[src/rtl/vout_pkg.sv]
// Shared types and default 640x480@60 timing for the video output path.
// Provides pixel_t ({R,G,B} RGB444), counter type and a counter cast helper.
package vout_pkg;

  localparam int CNT_W = 12;

  typedef logic [CNT_W-1:0] cnt_t;

  typedef struct packed {
    logic [3:0] r;
    logic [3:0] g;
    logic [3:0] b;
  } pixel_t;

  localparam int DEF_H_ACTIVE = 640;
  localparam int DEF_H_FP     = 16;
  localparam int DEF_H_SYNC   = 96;
  localparam int DEF_H_BP     = 48;
  localparam int DEF_V_ACTIVE = 480;
  localparam int DEF_V_FP     = 10;
  localparam int DEF_V_SYNC   = 2;
  localparam int DEF_V_BP     = 33;

  function automatic cnt_t to_cnt(input int v);
    return cnt_t'(v);
  endfunction

endpackage

[src/rtl/stream_out_if.sv]
// Pixel FIFO read port: rd pops, data valid the cycle after rd, empty flag.
// master = stream_out (consumer), slave = frame-buffer read FIFO.
interface stream_out_if;
  import vout_pkg::*;

  logic   rd;
  pixel_t data;
  logic   empty;

  modport master (
    output rd,
    input  data,
    input  empty
  );

  modport slave (
    input  rd,
    output data,
    output empty
  );

endinterface

[src/rtl/vout_timing.sv]
// Free-running h/v counters with region decode (active, raw HS/VS),
// frame-start pulse and next-line prefetch request (o_line_req/o_line).
module vout_timing
  import vout_pkg::*;
#(
  parameter int H_ACTIVE = DEF_H_ACTIVE,
  parameter int H_FP     = DEF_H_FP,
  parameter int H_SYNC   = DEF_H_SYNC,
  parameter int H_BP     = DEF_H_BP,
  parameter int V_ACTIVE = DEF_V_ACTIVE,
  parameter int V_FP     = DEF_V_FP,
  parameter int V_SYNC   = DEF_V_SYNC,
  parameter int V_BP     = DEF_V_BP
) (
  input  logic       i_pxl_clk,
  input  logic       i_reset,
  output logic       o_act,
  output logic       o_hs,
  output logic       o_vs,
  output logic       o_frame_start,
  output logic       o_line_req,
  output logic [8:0] o_line
);

  localparam cnt_t H_ACT = to_cnt(H_ACTIVE);
  localparam cnt_t H_SB  = to_cnt(H_ACTIVE + H_FP);
  localparam cnt_t H_SE  = to_cnt(H_ACTIVE + H_FP + H_SYNC);
  localparam cnt_t H_END =
    to_cnt(H_ACTIVE + H_FP + H_SYNC + H_BP - 1);
  localparam cnt_t V_ACT = to_cnt(V_ACTIVE);
  localparam cnt_t V_LA  = to_cnt(V_ACTIVE - 1);
  localparam cnt_t V_SB  = to_cnt(V_ACTIVE + V_FP);
  localparam cnt_t V_SE  = to_cnt(V_ACTIVE + V_FP + V_SYNC);
  localparam cnt_t V_END =
    to_cnt(V_ACTIVE + V_FP + V_SYNC + V_BP - 1);

  cnt_t h_cnt;
  cnt_t v_cnt;
  logic h_wrap;
  logic last_line;
  logic [8:0] nxt_line;

  assign h_wrap    = (h_cnt == H_END);
  assign last_line = (v_cnt == V_END);

  always_ff @(posedge i_pxl_clk) begin
    if (i_reset) begin
      h_cnt <= '0;
      v_cnt <= '0;
    end else begin
      h_cnt <= h_wrap ? '0 : h_cnt + cnt_t'(1);
      if (h_wrap)
        v_cnt <= last_line ? '0 : v_cnt + cnt_t'(1);
    end
  end

  assign o_act = (h_cnt < H_ACT) && (v_cnt < V_ACT);
  assign o_hs  = (h_cnt >= H_SB) && (h_cnt < H_SE);
  assign o_vs  = (v_cnt >= V_SB) && (v_cnt < V_SE);

  // Counters sit at 0 while reset is held; gate so the pulse
  // only appears once the counters are free to run.
  assign o_frame_start =
    (h_cnt == '0) && (v_cnt == '0) && !i_reset;

  // Request the line that follows, one line ahead of display;
  // the last blanking line prefetches line 0.
  assign nxt_line =
    last_line ? 9'd0 : 9'(v_cnt + cnt_t'(1));
  assign o_line_req =
    (h_cnt == H_ACT) && ((v_cnt < V_LA) || last_line);
  assign o_line = o_line_req ? nxt_line : 9'd0;

endmodule

[src/rtl/stream_out.sv]
// Video output generator: pops RGB444 pixels from the read FIFO during the
// active window and drives RGB/HS/VS/DE through a 2-stage pipeline.
// Ports: i_pxl_clk, i_reset (sync, high), i_enable, i_clr_underflow,
// fifo (FIFO read port), o_frame_start, o_line_req/o_line, o_R/G/B,
// o_HS/o_VS, o_de, o_underflow (sticky).
module stream_out
  import vout_pkg::*;
#(
  parameter int H_ACTIVE = DEF_H_ACTIVE,
  parameter int H_FP     = DEF_H_FP,
  parameter int H_SYNC   = DEF_H_SYNC,
  parameter int H_BP     = DEF_H_BP,
  parameter int V_ACTIVE = DEF_V_ACTIVE,
  parameter int V_FP     = DEF_V_FP,
  parameter int V_SYNC   = DEF_V_SYNC,
  parameter int V_BP     = DEF_V_BP,
  parameter int HS_NEG   = 1,
  parameter int VS_NEG   = 1
) (
  input  logic         i_pxl_clk,
  input  logic         i_reset,
  input  logic         i_enable,
  input  logic         i_clr_underflow,
  stream_out_if.master fifo,
  output logic         o_frame_start,
  output logic         o_line_req,
  output logic [8:0]   o_line,
  output logic [3:0]   o_R,
  output logic [3:0]   o_G,
  output logic [3:0]   o_B,
  output logic         o_HS,
  output logic         o_VS,
  output logic         o_de,
  output logic         o_underflow
);

  localparam logic HS_POL = (HS_NEG != 0);
  localparam logic VS_POL = (VS_NEG != 0);

  logic act;
  logic hs_raw;
  logic vs_raw;
  logic fs;

  vout_timing #(
    .H_ACTIVE (H_ACTIVE),
    .H_FP     (H_FP),
    .H_SYNC   (H_SYNC),
    .H_BP     (H_BP),
    .V_ACTIVE (V_ACTIVE),
    .V_FP     (V_FP),
    .V_SYNC   (V_SYNC),
    .V_BP     (V_BP)
  ) u_timing (
    .i_pxl_clk     (i_pxl_clk),
    .i_reset       (i_reset),
    .o_act         (act),
    .o_hs          (hs_raw),
    .o_vs          (vs_raw),
    .o_frame_start (fs),
    .o_line_req    (o_line_req),
    .o_line        (o_line)
  );

  assign o_frame_start = fs;

  logic r_run;
  logic run_now;
  logic want;
  logic uf_now;

  // The enable decision for a new frame already governs its
  // first pixel, so bypass the latch on the frame-start cycle.
  assign run_now = fs ? i_enable : r_run;
  assign want    = act & run_now;
  assign fifo.rd = want & ~fifo.empty;
  assign uf_now  = want & fifo.empty;

  logic s1_de;
  logic s1_hs;
  logic s1_vs;
  logic s1_rd;
  logic s1_uf;
  pixel_t px;

  always_ff @(posedge i_pxl_clk) begin
    if (i_reset) begin
      r_run <= 1'b0;
      s1_de <= 1'b0;
      s1_hs <= HS_POL;
      s1_vs <= VS_POL;
      s1_rd <= 1'b0;
      s1_uf <= 1'b0;
    end else begin
      if (fs)
        r_run <= i_enable;
      s1_de <= want;
      s1_hs <= hs_raw ^ HS_POL;
      s1_vs <= vs_raw ^ VS_POL;
      s1_rd <= fifo.rd;
      s1_uf <= uf_now;
    end
  end

  // FIFO data lands alongside stage 1; a starved pixel is black.
  always_ff @(posedge i_pxl_clk) begin
    if (i_reset) begin
      px   <= '0;
      o_de <= 1'b0;
      o_HS <= HS_POL;
      o_VS <= VS_POL;
    end else begin
      px   <= s1_rd ? fifo.data : '0;
      o_de <= s1_de;
      o_HS <= s1_hs;
      o_VS <= s1_vs;
    end
  end

  assign o_R = px.r;
  assign o_G = px.g;
  assign o_B = px.b;

  always_ff @(posedge i_pxl_clk) begin
    if (i_reset)
      o_underflow <= 1'b0;
    else if (s1_uf)
      o_underflow <= 1'b1;
    else if (i_clr_underflow)
      o_underflow <= 1'b0;
  end

endmodule

[src/flat_wrapper.sv]
// flat-port wrapper written by rule: the top's interface ports become plain ports
module stream_out_flat import vout_pkg::*;
#(
  parameter int H_ACTIVE = DEF_H_ACTIVE,
  parameter int H_FP     = DEF_H_FP,
  parameter int H_SYNC   = DEF_H_SYNC,
  parameter int H_BP     = DEF_H_BP,
  parameter int V_ACTIVE = DEF_V_ACTIVE,
  parameter int V_FP     = DEF_V_FP,
  parameter int V_SYNC   = DEF_V_SYNC,
  parameter int V_BP     = DEF_V_BP,
  parameter int HS_NEG   = 1,
  parameter int VS_NEG   = 1
)
  (i_pxl_clk, i_reset, i_enable, i_clr_underflow, o_frame_start, o_line_req, o_line, o_R, o_G, o_B, o_HS, o_VS, o_de, o_underflow, fifo_rd, fifo_data, fifo_empty);
  stream_out_if fifo_i ();
  input  logic i_pxl_clk;
  input  logic i_reset;
  input  logic i_enable;
  input  logic i_clr_underflow;
  output logic o_frame_start;
  output logic o_line_req;
  output logic [8:0] o_line;
  output logic [3:0] o_R;
  output logic [3:0] o_G;
  output logic [3:0] o_B;
  output logic o_HS;
  output logic o_VS;
  output logic o_de;
  output logic o_underflow;
  output wire logic [$bits(fifo_i.rd)-1:0] fifo_rd;
  input wire logic [$bits(fifo_i.data)-1:0] fifo_data;
  input wire logic [$bits(fifo_i.empty)-1:0] fifo_empty;
  assign fifo_rd = fifo_i.rd;
  assign fifo_i.data = fifo_data;
  assign fifo_i.empty = fifo_empty;
  stream_out #(.H_ACTIVE(H_ACTIVE), .H_FP(H_FP), .H_SYNC(H_SYNC), .H_BP(H_BP), .V_ACTIVE(V_ACTIVE), .V_FP(V_FP), .V_SYNC(V_SYNC), .V_BP(V_BP), .HS_NEG(HS_NEG), .VS_NEG(VS_NEG)) u_core (.i_pxl_clk(i_pxl_clk), .i_reset(i_reset), .i_enable(i_enable), .i_clr_underflow(i_clr_underflow), .fifo(fifo_i), .o_frame_start(o_frame_start), .o_line_req(o_line_req), .o_line(o_line), .o_R(o_R), .o_G(o_G), .o_B(o_B), .o_HS(o_HS), .o_VS(o_VS), .o_de(o_de), .o_underflow(o_underflow));
endmodule
[config.mk]
export PLATFORM = sky130hd
export DESIGN_NAME = stream_out_flat
export DESIGN_NICKNAME = d
export VERILOG_FILES = /design/src/rtl/vout_pkg.sv /design/src/rtl/stream_out_if.sv /design/src/rtl/vout_timing.sv /design/src/rtl/stream_out.sv /design/src/flat_wrapper.sv
export SDC_FILE = /design/constraint.sdc
export NUM_CORES = 1
export LEC_CHECK = 0
export BUFFER_PORTS_ARGS = -buffer_cell sky130_fd_sc_hd__buf_2
export CORE_ASPECT_RATIO = 1.1
export CORE_MARGIN = 3
export CORE_UTILIZATION = 54
export DETAILED_ROUTE_END_ITERATION = 16
export HOLD_SLACK_MARGIN = 0.08
export MAX_ROUTING_LAYER = met4
export PLACE_DENSITY = 0.77
export SYNTH_ARGS = -nofsm -noshare
export SYNTH_HDL_FRONTEND = slang
export SYNTH_SLANG_ARGS = --single-unit
[constraint.sdc]
create_clock -name i_pxl_clk -period 2.61 [get_ports i_pxl_clk]
set_clock_uncertainty 0.1 [all_clocks]
set_input_delay 0.261 -clock i_pxl_clk [delete_from_list [all_inputs] [get_ports i_pxl_clk]]
set_output_delay 0.261 -clock i_pxl_clk [all_outputs]
set_load 0.01 [all_outputs]
==> qor.txt <==
FF/Latch Area -> 920.9 sq um
R2R Setup Slk -> 0.58 ns
I/O pin cnt -> 45
vias in the first global route -> 1,698
CP Data Arrival Time -> 2.12 ns
Min-Delay Endpoint -> u_core.o_underflow$_SDFFE_PP0P_
setup bufs post-CTS -> 0
I/O Buffers -> 44
Net Count, Synth -> 269
type of origin of the critical path -> register
max_cap viols -> 0
Final period util -> 0.9504
Leak Pwr -> 0.001054 uW
DR pass1 iterations -> 4
post-route setup slack -> 0.1295 ns
Synth cell types -> 42
DR DRC count -> 0
fin util -> 0.6970
required time worst endpoint -> 2.25 ns
clk root buf -> clkbuf_8
Die Wd -> 66.07 um
Clk Latency, worst-skew pair -> 0.30 ns
slowest stage cell, crit path -> or4_4
Congestion Overflow GR -> 0
commonest non-fill, non-tap cells in the layout -> dfxtp_1, buf_2, nor2_1
WS Path Type -> register to primary output
GP Congestion -> 0.8542
Max stage delay on crit path -> 0.53 ns
Avg Cell Area, Syn -> 8.642 sq um
most common cell after layout, fill and taps aside -> dfxtp_1
worst hold-check path type -> input pin to register
share of cells above drive strength 1 -> 0.2359
Total GRT Usage -> 0.2174
relative slew slack -> 0.6226
first-pass GRT wire length -> 7879 um
crit path cell chain -> inv_1, ha_1, nor4b_4, nand2_2, or4_4, a211oi_2, buf_2
Detailed Place HPWL -> 3256 um
sequential area share after synthesis -> 0.4297
Reg2Reg Depth -> 5
row cnt -> 23
CTS max path bufs -> 2
die area -> 4762 sq um
via count -> 1,872
Fill cells -> 292
largest net degree at the start of global routing -> 33
RR Endpoint -> u_core.u_timing.v_cnt[10]$_SDFFE_PP0P_
Setup violations, final -> 0
CTS Buf Count -> 5
async set or reset register ratio after synthesis -> 0
total clock sinks -> 46
outcome -> completed
post-DR wirelength/cell -> 13.38 um
post-route ant nets -> 0
worst slack, placed -> 0.4642 ns
top_reg_cell synth -> dfxtp_1
Hold Path Stages -> 4
Clock Pin Slew Worst Setup and Hold Paths -> 0.09 ns
PwrDens -> 474.3 nW/um^2
Yosys warnings -> 0
Hold Violations, Final -> 0
RR Startpoint -> u_core.u_timing.h_cnt[0]$_SDFF_PP0_
WL final -> 4697 um
Mapped Cells -> 248
core area -> 3741 sq um
via/cell ratio -> 5.333
Peak VDD IR -> 239.9 uV
Worst Tran Pin Value -> 0.5649 ns
CP startpoint -> u_core.u_timing.v_cnt[0]$_SDFFE_PP0P_
RSZ-0062 raised after global routing -> false
setup TNS -> 0 ns
Post-synth EDFFs -> 0
beginning of the worst hold path -> i_clr_underflow
overall power -> 1237 uW
Ant. Diodes -> 0
Die Y -> 72.08 um
Period minus WS final -> 2.480 ns
CP max FO -> 6
CTS tree -> built
Max Clock Freq -> 403.2 MHz
#FFs+latches synth -> 46
CTS H-Tree Depth -> 2
nets -> 321
Starting Density -> 0.5729
fin. max-slew vios -> 0
area delta synth->final -> 21.66%
multi-input logic area -> 1105 sq um
1st-iter DRT viols -> 118
crit path capture type -> primary output
initial antenna violation count -> 0
Synth Cell Area -> 2143 sq um
## cells by family after synthesis
group / after synthesis / synth area share
buffers and inverters: 28 / 0.05721
AO/OA/AOI/OAI: 32 / 0.1039
adder cells (fa/ha/maj): 4 / 0.02335
multiplexers: 1 / 0.005254
flip-flops: 46 / 0.4297
XOR/XNOR: 16 / 0.06538
AND/OR/NAND/NOR: 121 / 0.3152
## registers in the layout, indices dropped and copies added (netlist names)
signal	flops
u_core.o_B	4
u_core.o_R	4
u_core.o_VS	1
u_core.s1_hs	1
u_core.u_timing.v_cnt	12
u_core.o_G	4
u_core.o_de	1
u_core.s1_de	1
u_core.s1_rd	1
u_core.s1_vs	1
u_core.o_underflow	1
u_core.s1_uf	1
u_core.r_run	1
u_core.o_HS	1
u_core.u_timing.h_cnt	12
## cells in the mapped netlist (all sizes together) (3+ instances only)
master,n,share of area
o21ai,4,0.0093
o32ai,4,0.016
or3,3,0.0088
inv,12,0.021
nor2b,3,0.0088
xnor2,13,0.053
nand2b,5,0.015
xor2,3,0.012
and3,5,0.015
and4,3,0.013
nand2,12,0.022
nor2,31,0.054
clkbuf,9,0.016
nand4,9,0.026
and2,13,0.038
a21oi,13,0.030
a311oi,3,0.012
ha,4,0.023
buf,7,0.020
nand3,15,0.035
dfxtp,46,0.43
nor3,9,0.021
or2,5,0.015
## report_power, final
part	total (uW)	switching, uW	internal, uW
clock network	438	245	193
logic	81.0	38.6	42.5
registers	718	6.24	711
## repair_timing
action,in CTS,in global routing
setup endpoints to repair,0,1
endpoints found under the hold margin,13,0
resized for setup,0,1
hold buffers,13,0
## critical path, delay by kind of cell (launching register included)
family	cells	cell delay, ns
AOI/OAI and AO/OA	1	0.20
adders and majority gates	1	0.15
buffers and inverters	2	0.26
DFF	1	0.36
and+or+nand+nor	3	0.85
## worst max-delay path by stage
stage | end | slack [ns]
final | fifo_rd | 0.13
after CTS | fifo_rd | 0.14
after detailed placement | fifo_rd | 0.46
after floorplan | fifo_rd | 0.53
after global routing | o_line[6] | 0.02
after global placement | fifo_rd | 0.49
## area by class of cell
class / instances / share of cell area
clock inverters: 3 / 0.009597
multi-input cells: 174 / 0.4237
well taps: 50 / 0.02399
repair buffers: 61 / 0.1459
inverters: 12 / 0.01727
flip-flops and latches: 46 / 0.3532
clock buffers: 5 / 0.02639
## metal layers
layer	track usage	share of wire
met1	0.2797	0.46
met2	0.3430	0.47
met3	0.04489	0.070
met4	0.06998	0.0083
met5	-	0
## metrics by stage
step | instances | hold WS [ns] | instance area (sq um)
4_1_cts | 351 | 0.1543 | 2603
3_3_place_gp | 330 | 0.2939 | 2379
3_5_place_dp | 330 | 0.2987 | 2379
2_1_floorplan | 248 | 0.2370 | 2143
6_report | 351 | 0.1538 | 2608
5_1_grt | 351 | 0.1529 | 2608
Note: power is estimated with default switching activity, not from simulation.
